==> src/rtl/tomasulo_pkg.sv <==
// tomasulo_pkg
//   Shared definitions for the Tomasulo core functional units.
//   - TAG_W_DEF      : default reservation-station tag width
//   - fu_op_e        : add/sub FU op encoding (OP_ADD=0, OP_SUB=1)
//   - CDB_*_W        : common-data-bus result field widths
//   - op_cin()       : carry-in into the LSB for a given op
package tomasulo_pkg;

   localparam int unsigned TAG_W_DEF  = 4;
   localparam int unsigned XLEN       = 32;

   typedef enum logic {
      OP_ADD = 1'b0,
      OP_SUB = 1'b1
   } fu_op_e;

   localparam int unsigned CDB_TAG_W  = TAG_W_DEF;
   localparam int unsigned CDB_DATA_W = XLEN;
   localparam int unsigned CDB_FLAG_W = 2;   // carry, overflow

   // Subtraction is A + ~B + 1, so the +1 enters as the LSB carry-in.
   function automatic logic op_cin(input fu_op_e op);
      return (op == OP_SUB);
   endfunction

endpackage

==> src/rtl/adder_slice.sv <==
// adder_slice
//   Combinational C-bit ripple-carry adder slice.
//   Ports:
//     a, b  in  [C-1:0]  operand slices
//     cin   in  1        carry into bit 0
//     sum   out [C-1:0]  slice sum
//     cout  out 1        carry out of bit C-1
//     cmsb  out 1        carry into bit C-1 (cout ^ cmsb = signed overflow)
module adder_slice #(
   parameter int unsigned C = 16
) (
   input  logic [C-1:0] a,
   input  logic [C-1:0] b,
   input  logic         cin,
   output logic [C-1:0] sum,
   output logic         cout,
   output logic         cmsb
);

   logic [C:0] carry;

   always_comb begin
      carry    = '0;
      sum      = '0;
      carry[0] = cin;
      for (int unsigned i = 0; i < C; i++) begin
         sum[i]       = a[i] ^ b[i] ^ carry[i];
         carry[i + 1] = (a[i] & b[i]) | (carry[i] & (a[i] ^ b[i]));
      end
   end

   assign cout = carry[C];
   assign cmsb = carry[C - 1];

endmodule

==> src/rtl/pipelined_adder_unit.sv <==
// pipelined_adder_unit
//   Pipelined integer add/sub functional unit feeding the CDB. The carry
//   chain is split into STAGES equal slices, one per pipeline stage; upper
//   operand slices and the tag travel alongside, finished low sum slices
//   are carried forward. Latency = STAGES cycles, one op per cycle.
//   Optional feature macro: ADDER_SUB_EN (in_sub honoured; otherwise always add).
//   Ports:
//     clk, rst_n            clock (rising), async active-low reset
//     flush                 synchronous kill of all in-flight ops
//     in_valid/in_ready     issue handshake; in_tag, in_a, in_b, in_sub operands
//     out_valid/out_ready   CDB handshake
//     out_tag, out_sum      result tag and sum (mod 2^WIDTH)
//     out_carry, out_ovf    MSB carry-out (sub: 1 = no borrow), signed overflow
module pipelined_adder_unit
   import tomasulo_pkg::*;
#(
   parameter int unsigned WIDTH  = 32,
   parameter int unsigned STAGES = 2,
   parameter int unsigned TAG_W  = TAG_W_DEF
) (
   input  logic             clk,
   input  logic             rst_n,
   input  logic             flush,
   input  logic             in_valid,
   output logic             in_ready,
   input  logic [TAG_W-1:0] in_tag,
   input  logic [WIDTH-1:0] in_a,
   input  logic [WIDTH-1:0] in_b,
   input  logic             in_sub,
   output logic             out_valid,
   input  logic             out_ready,
   output logic [TAG_W-1:0] out_tag,
   output logic [WIDTH-1:0] out_sum,
   output logic             out_carry,
   output logic             out_ovf
);

   localparam int unsigned C = WIDTH / ((STAGES == 0) ? 1 : STAGES);

   if (STAGES < 1 || STAGES > WIDTH || (WIDTH % STAGES) != 0) begin : g_bad_cfg
      $error("pipelined_adder_unit: WIDTH must be a multiple of STAGES, 1 <= STAGES <= WIDTH");
   end

   fu_op_e           op;
   logic             cin0;
   logic [WIDTH-1:0] b_eff;
   logic             advance;

`ifdef ADDER_SUB_EN
   assign op = in_sub ? OP_SUB : OP_ADD;
`else
   logic unused_sub;
   assign unused_sub = in_sub;
   assign op         = OP_ADD;
`endif

   assign cin0     = op_cin(op);
   assign b_eff    = (op == OP_SUB) ? ~in_b : in_b;
   assign advance  = !out_valid || out_ready;
   assign in_ready = advance;

   for (genvar k = 0; k < STAGES; k++) begin : g_st
      localparam int unsigned LO  = k * C;
      localparam int unsigned REM = WIDTH - LO;   // operand bits not yet summed

      logic [REM-1:0]    a_in, b_in;
      logic              c_in, v_in;
      logic [TAG_W-1:0]  t_in;
      logic [C-1:0]      s;
      logic              co, cm;
      logic [LO+C-1:0]   sum_nxt, sum_q;
      logic              v_q, c_q;
      logic [TAG_W-1:0]  t_q;

      if (k == 0) begin : g_src
         assign a_in    = in_a;
         assign b_in    = b_eff;
         assign c_in    = cin0;
         assign v_in    = in_valid;
         assign t_in    = in_tag;
         assign sum_nxt = s;
      end else begin : g_src
         assign a_in    = g_st[k-1].g_fwd.a_q;
         assign b_in    = g_st[k-1].g_fwd.b_q;
         assign c_in    = g_st[k-1].c_q;
         assign v_in    = g_st[k-1].v_q;
         assign t_in    = g_st[k-1].t_q;
         assign sum_nxt = {s, g_st[k-1].sum_q};
      end

      adder_slice #(.C(C)) u_slice (
         .a    (a_in[C-1:0]),
         .b    (b_in[C-1:0]),
         .cin  (c_in),
         .sum  (s),
         .cout (co),
         .cmsb (cm)
      );

      // Whole pipe moves together on advance; flush clears only valid bits.
      always_ff @(posedge clk or negedge rst_n) begin
         if (!rst_n) begin
            v_q   <= 1'b0;
            c_q   <= 1'b0;
            t_q   <= '0;
            sum_q <= '0;
         end else begin
            if (flush)        v_q <= 1'b0;
            else if (advance) v_q <= v_in;
            if (advance) begin
               c_q   <= co;
               t_q   <= t_in;
               sum_q <= sum_nxt;
            end
         end
      end

      if (k < STAGES - 1) begin : g_fwd
         logic [REM-C-1:0] a_q, b_q;
         logic             unused_cm;
         assign unused_cm = cm;

         always_ff @(posedge clk or negedge rst_n) begin
            if (!rst_n) begin
               a_q <= '0;
               b_q <= '0;
            end else if (advance) begin
               a_q <= a_in[REM-1:C];
               b_q <= b_in[REM-1:C];
            end
         end
      end else begin : g_out
         logic ovf_q;

         always_ff @(posedge clk or negedge rst_n) begin
            if (!rst_n)       ovf_q <= 1'b0;
            else if (advance) ovf_q <= co ^ cm;
         end

         assign out_valid = v_q;
         assign out_tag   = t_q;
         assign out_sum   = sum_q;
         assign out_carry = c_q;
         assign out_ovf   = ovf_q;
      end
   end

endmodule

==> config.mk <==
export PLATFORM = sky130hd
export DESIGN_NAME = pipelined_adder_unit
export DESIGN_NICKNAME = d
export VERILOG_FILES = /design/src/rtl/tomasulo_pkg.sv /design/src/rtl/adder_slice.sv /design/src/rtl/pipelined_adder_unit.sv
export SDC_FILE = /design/constraint.sdc
export NUM_CORES = 1
export LEC_CHECK = 0
export CAP_MARGIN = 25
export CORE_MARGIN = 1
export CORE_UTILIZATION = 45
export CTS_BUF_LIST = sky130_fd_sc_hd__clkbuf_8
export CTS_CLUSTER_SIZE = 16
export DETAILED_ROUTE_END_ITERATION = 7
export PLACE_DENSITY = 0.75
export SLEW_MARGIN = 20
export SYNTH_ARGS = -nofsm -noshare
export SYNTH_HDL_FRONTEND = slang
export SYNTH_SLANG_ARGS = --single-unit
==> constraint.sdc <==
create_clock -name clk -period 7.4 [get_ports clk]
set_input_delay 1.48 -clock clk [delete_from_list [all_inputs] [get_ports clk]]
set_output_delay 1.48 -clock clk [all_outputs]
set_load 0.02 [all_outputs]
# Word level (Yosys, flattened, before mapping)
# Cells that the tools add are included.
# Widths: inputs -> output; s select.
[word_totals]
in_bits = 74
latch_bits = 0
wordCells = 176
mem_bits_rw = 0
n_memories = 0
reg_bits = 93
mem_bits_ro = 0
output_inout_bits = 40
[op_classes]
shift = 0
reduce_logical = 3
n_eq_ne = 0
add_sub_neg = 0
magnitude_cmp = 0
mux = 4
bitwise_logic = 158
n_mul = 0
div = 0
[ops]
columns = ["cell", "count"]
rows = [
  ["$xor 1x1->1", 64],
  ["$and 1x1->1", 63],
  ["$or 1x1->1", 31],
  ["$mux 1", 4],
  ["$reduce_bool 2->1", 1],
  ["$logic_not 1->1", 1],
  ["$logic_or 1x1->1", 1],
]

# Depth between registers and ports, before layout
[logic_depth]
word_depth = 34
depth_mapped = 21
ltp_nobuf = 21

# Modules after synthesis
# From an unflattened synthesis, not the netlist that was laid out.
[unflattened]
cells_unflattened = 255
area_unflattened_um2 = 4404.2
[by_module_without_submodules]
columns = ["mod", "seq_area_each_um2", "n_inst", "area_each_um2", "cells_each"]
rows = [
  ["pipelined_adder_unit", 2327.2, 1, 3688.5, 203],
  ["adder_slice", 0.0, 2, 357.8, 26],
]

# Worst setup path before layout
# OpenSTA, ideal clock, no wires.
[synth_path]
kind = "input port to flip-flop"
startpoint = "in in_a[0]"
endpoint = "reg g_st[0].sum_q[15]"
slack_ns = -0.046
setup_ns = 0.077
path_buffers = 0
cell_stages = 20
t_required_ns = 7.323
arrival_time_ns = 7.369
path_cell_list = "ha_1 inv_1 fa_1 inv_1 fa_1 fa_1 fa_1 fa_1 fa_1 fa_1 fa_1 fa_1 fa_1 fa_1 fa_1 fa_1 fa_1 inv_1 fa_1 a21oi_1"
[synth_via]
elab_chain_len = 30
[synth_rtl]
columns = ["item", "line", "text"]
rows = [
  ["from (decl)", "pipelined_adder_unit.sv:27", "input logic [WIDTH-1:0] in_a,"],
  ["$and 1x1->1 (2 in a row)", "adder_slice.sv:28", "carry[i + 1] = (a[i] & b[i]) | (carry[i] & (a[i] ^ b[i]));"],
  ["$or 1x1->1", "adder_slice.sv:28", ""],
  ["$and 1x1->1", "adder_slice.sv:28", ""],
  ["$or 1x1->1", "adder_slice.sv:28", ""],
  ["$and 1x1->1", "adder_slice.sv:28", ""],
  ["$or 1x1->1", "adder_slice.sv:28", ""],
  ["$and 1x1->1", "adder_slice.sv:28", ""],
  ["$or 1x1->1", "adder_slice.sv:28", ""],
  ["[... 13 more ...]", "n/a", ""],
  ["$or 1x1->1", "adder_slice.sv:28", ""],
  ["$and 1x1->1", "adder_slice.sv:28", ""],
  ["$or 1x1->1", "adder_slice.sv:28", ""],
  ["$and 1x1->1", "adder_slice.sv:28", ""],
  ["$or 1x1->1", "adder_slice.sv:28", ""],
  ["$and 1x1->1", "adder_slice.sv:28", ""],
  ["$or 1x1->1", "adder_slice.sv:28", ""],
  ["$xor 1x1->1", "adder_slice.sv:27", "sum[i] = a[i] ^ b[i] ^ carry[i];"],
  ["to (signal assigned)", "pipelined_adder_unit.sv:113", "sum_q <= sum_nxt;"],
  ["to (decl)", "pipelined_adder_unit.sv:71", "logic [LO+C-1:0] sum_nxt, sum_q;"],
]
# Every way passes these cells.
# A chain may end at the register's enable or synchronous reset.

# Worst setup path in the final report
[layout_path]
startpoint = "in in_b[0]"
endpoint = "reg g_st[0].sum_q[15]"
[layout_via]
elab_chain_len = 30
[layout_rtl]
columns = ["item", "line", "text"]
rows = [
  ["from (decl)", "pipelined_adder_unit.sv:28", "input logic [WIDTH-1:0] in_b,"],
  ["$and 1x1->1 (2 in a row)", "adder_slice.sv:28", ""],
  ["$or 1x1->1", "adder_slice.sv:28", ""],
  ["$and 1x1->1", "adder_slice.sv:28", ""],
  ["$or 1x1->1", "adder_slice.sv:28", ""],
  ["$and 1x1->1", "adder_slice.sv:28", ""],
  ["$or 1x1->1", "adder_slice.sv:28", ""],
  ["$and 1x1->1", "adder_slice.sv:28", ""],
  ["$or 1x1->1", "adder_slice.sv:28", ""],
  ["[... 13 more ...]", "n/a", ""],
  ["$or 1x1->1", "adder_slice.sv:28", ""],
  ["$and 1x1->1", "adder_slice.sv:28", ""],
  ["$or 1x1->1", "adder_slice.sv:28", ""],
  ["$and 1x1->1", "adder_slice.sv:28", ""],
  ["$or 1x1->1", "adder_slice.sv:28", ""],
  ["$and 1x1->1", "adder_slice.sv:28", ""],
  ["$or 1x1->1", "adder_slice.sv:28", ""],
  ["$xor 1x1->1", "adder_slice.sv:27", ""],
]
# Every way passes these cells.

==> metrics.txt <==
Ys Warns 0; synthesized area 0.00424 sq mm; Sink Count 93; power consumption 1350 uW; maximum clock frequency 138 MHz; worst endpoint data arrival time 7.54 ns; drt pass-1 iters 4; Die X 99.1 um; Comb power frac 28.7%; crit path setup slack, layout 0.130 ns; Clock transition at path regs 0.09 ns; Final #Nets approximately 480; Bufs and invs on worst path 4; Max Cap Violations 0; Synth Net Count 365; Net Sw Power 388 uW; CP cell instances buf_8, ha_4, inv_2, fa_2, inv_2, fa_2, fa_2, fa_2, fa_2, fa_2, fa_2, fa_2, fa_2, fa_2, fa_2, fa_2, fa_2, fa_2, inv_2, fa_1, a21oi_2; Worst path max stage delay 0.42 ns; HP Class flop to flop; initial antenna violation count 0; Vias/cell between 4 and 5; Slew Limit Fails 0; dominant cells by area after synthesis dfrtp_1 55%, fa_1 15%, mux2_2 15%, mux2_4 8.9%, buf_6 1.3%; Synth area leader dfrtp_1; ant diodes 0; power per cell area 237 mW/mm^2; register area share after synthesis 54.9%; vias in the first global route approximately 2600; layout cell share with drive strength beyond 1 32.1%; Layout area overhead 33.8%; Period minus WS final just over 7 ns; Rel. slew slack 49.0%; Yosys reg bits 93; run status finished clean; Ports 114; Yosys cell types 15; global route overflow 0; Routed Antenna Nets 0; initial core utilization 46.1%; Mean Syn Cell Area 16.4 sq um; CTS tree built; Fillers 714; Clock Path Buffers 2; Max FO, Critical Path 1; worst vdd ir 0.106 mV; FP Rows 35; GPL Wtd Cong 0.692; GRT Overall Usage 16.7%; Final Hold Fails 0; dpl ws -0.689 ns; detailed placer's ending HPWL between 5000 and 6000 um; critical path capture point type flop; Die Ht 99.1 um; measured slew at the worst slew-check pin 0.766 ns; fin crit share about 98%; switching share of power 28.9%; Synth Instances 259; DR iter-0 viols 35; port bufs roughly 110; largest net degree at the start of global routing 63; RSZ-0062 raised after global routing true; Vias 2347; buffer count from post-CTS setup fixing 0; number of buffers created by CTS 9; most frequent cells in the layout 107 x clkdlybuf4s50_1, 93 x dfrtp_1, 55 x mux2_2, 25 x mux2_4, 17 x fa_1; most common library cell in the layout ignoring fill and taps clkdlybuf4s50_1; Worst path top cell family by delay adder cells; setup violators final 0; total wire length 7360 um; Clock power frac 23.6%; core area 0.00920 sq mm; Root Driver clkbuf_8; first-pass GRT wire length 12700 um; setup TNS 0 ns; Clock Latency Late Sink around 0.35 ns; H-tree depth 3; worst endpoint required time between 7 and 8 ns; P_int ~960 uW; Pleak approximately 0.0025 uW; kind of critical path primary input to flop; most frequent CP cell fa_2; Seq pwr share 47.7%; wire per inst 15.1 um; Remaining DRCs 0; CP Launch Type primary input; full die area 0.00981 sq mm; top-area cell type share of the netlist area 54.9%; Clock Skews 0.0161 ns; CP max stage cell fa_1
cell usage after synthesis:
cell type	count
nor2_1	8
mux2i_1	1
buf_6	5
mux2_4	25
inv_1	15
dfrtp_1	93
nand2b_4	1
buf_2	7
o21ai_0	4
nand2_1	4
ha_1	1
mux2_2	55
xor2_1	1
fa_1	31
a21oi_1	8
per-layer routing:
| layer | GRT usage [%] | share of wire, % |
|---|---|---|
| met1 | 21.6 | 44 |
| met2 | 27.6 | 51 |
| met3 | 4.40 | 4.1 |
| met4 | 5.32 | 1.2 |
| met5 | 0 | 0 |
stage by stage:
stage / cells / hold WS [ns] / cell area [sq um] / util (%)
after detailed placement: 472 / 0.492 / 5430 / 59.0
after floorplan: 259 / 0.476 / 4250 / -
after global routing: 488 / 0.517 / 5670 / 61.7
after global placement: 472 / 0.485 / 5430 / 59.0
final: 488 / 0.505 / 5670 / 61.7
after CTS: 488 / 0.503 / 5640 / 61.3
final timing paths:
path | from | to | slack (ns) | cells past startpoint
setup / recovery | in_b[0] | g_st[0].sum_q[15]$_DFFE_PN0P_ | 0.13 | 21
hold / removal | g_st[0].sum_q[1]$_DFFE_PN0P_ | out_sum[1]$_DFFE_PN0P_ | 0.50 | 1
setup reg to reg | g_st[0].c_q$_DFFE_PN0P_ | out_sum[31]$_DFFE_PN0P_ | 0.35 | 20
hold reg to reg | g_st[0].sum_q[1]$_DFFE_PN0P_ | out_sum[1]$_DFFE_PN0P_ | 0.50 | 1
max in group asynchronous | rst_n | g_st[0].g_fwd.b_q[15]$_DFFE_PN0P_ | 5.23 | 2
min in group asynchronous | rst_n | out_sum[22]$_DFFE_PN0P_ | 1.05 | 1
cell type report:
type,count,area [sq um],area share [%]
timing repair buffer,114,1140,20.2
clock inverter,5,36.3,0.640
multi-input combinational,139,1820,32.0
clock buffer,11,151,2.67
sequential,93,2330,41.0
tap,111,139,2.45
inverter,15,56.3,0.993
power by group through the flow:
| stage | clock (uW) | combinational [uW] | sequential, uW |
|---|---|---|---|
| after floorplan | 0 | 136 | 708 |
| after global placement | 0 | 377 | 648 |
| after detailed placement | 0 | 386 | 653 |
| after CTS | 329 | 390 | 644 |
| after global routing | 352 | 420 | 654 |
| final | 318 | 386 | 642 |
timing repair:
item / 4_1_cts / 5_1_grt
endpoints found under the setup margin: 3 / 1
hold buffers: 0 / 0
gates resized for setup: 9 / 20
pin swaps: 2 / 17
state kept, by name (all words and copies together), names as in the netlist:
register / count
g_st.t_q: 4
g_st.g_fwd.b_q: 16
out_carry: 1
out_sum: 32
g_st.v_q: 1
out_tag: 4
g_st.sum_q: 16
out_ovf: 1
g_st.c_q: 1
g_st.g_fwd.a_q: 16
out_valid: 1
cells by family (layout without fill, tap and decap cells):
kind of cell,after synthesis,after routing,synth area share [%]
flip-flops,93,93,54.9
multiplexers,81,81,23.7
adder cells (fa/ha/maj),32,32,14.9
buffers and inverters,27,145,3.48
AND/OR/NAND/NOR,13,13,1.39
AO/OA/AOI/OAI,12,12,1.42
XOR/XNOR,1,1,0.207
Note: power is estimated with default switching activity, not from simulation.
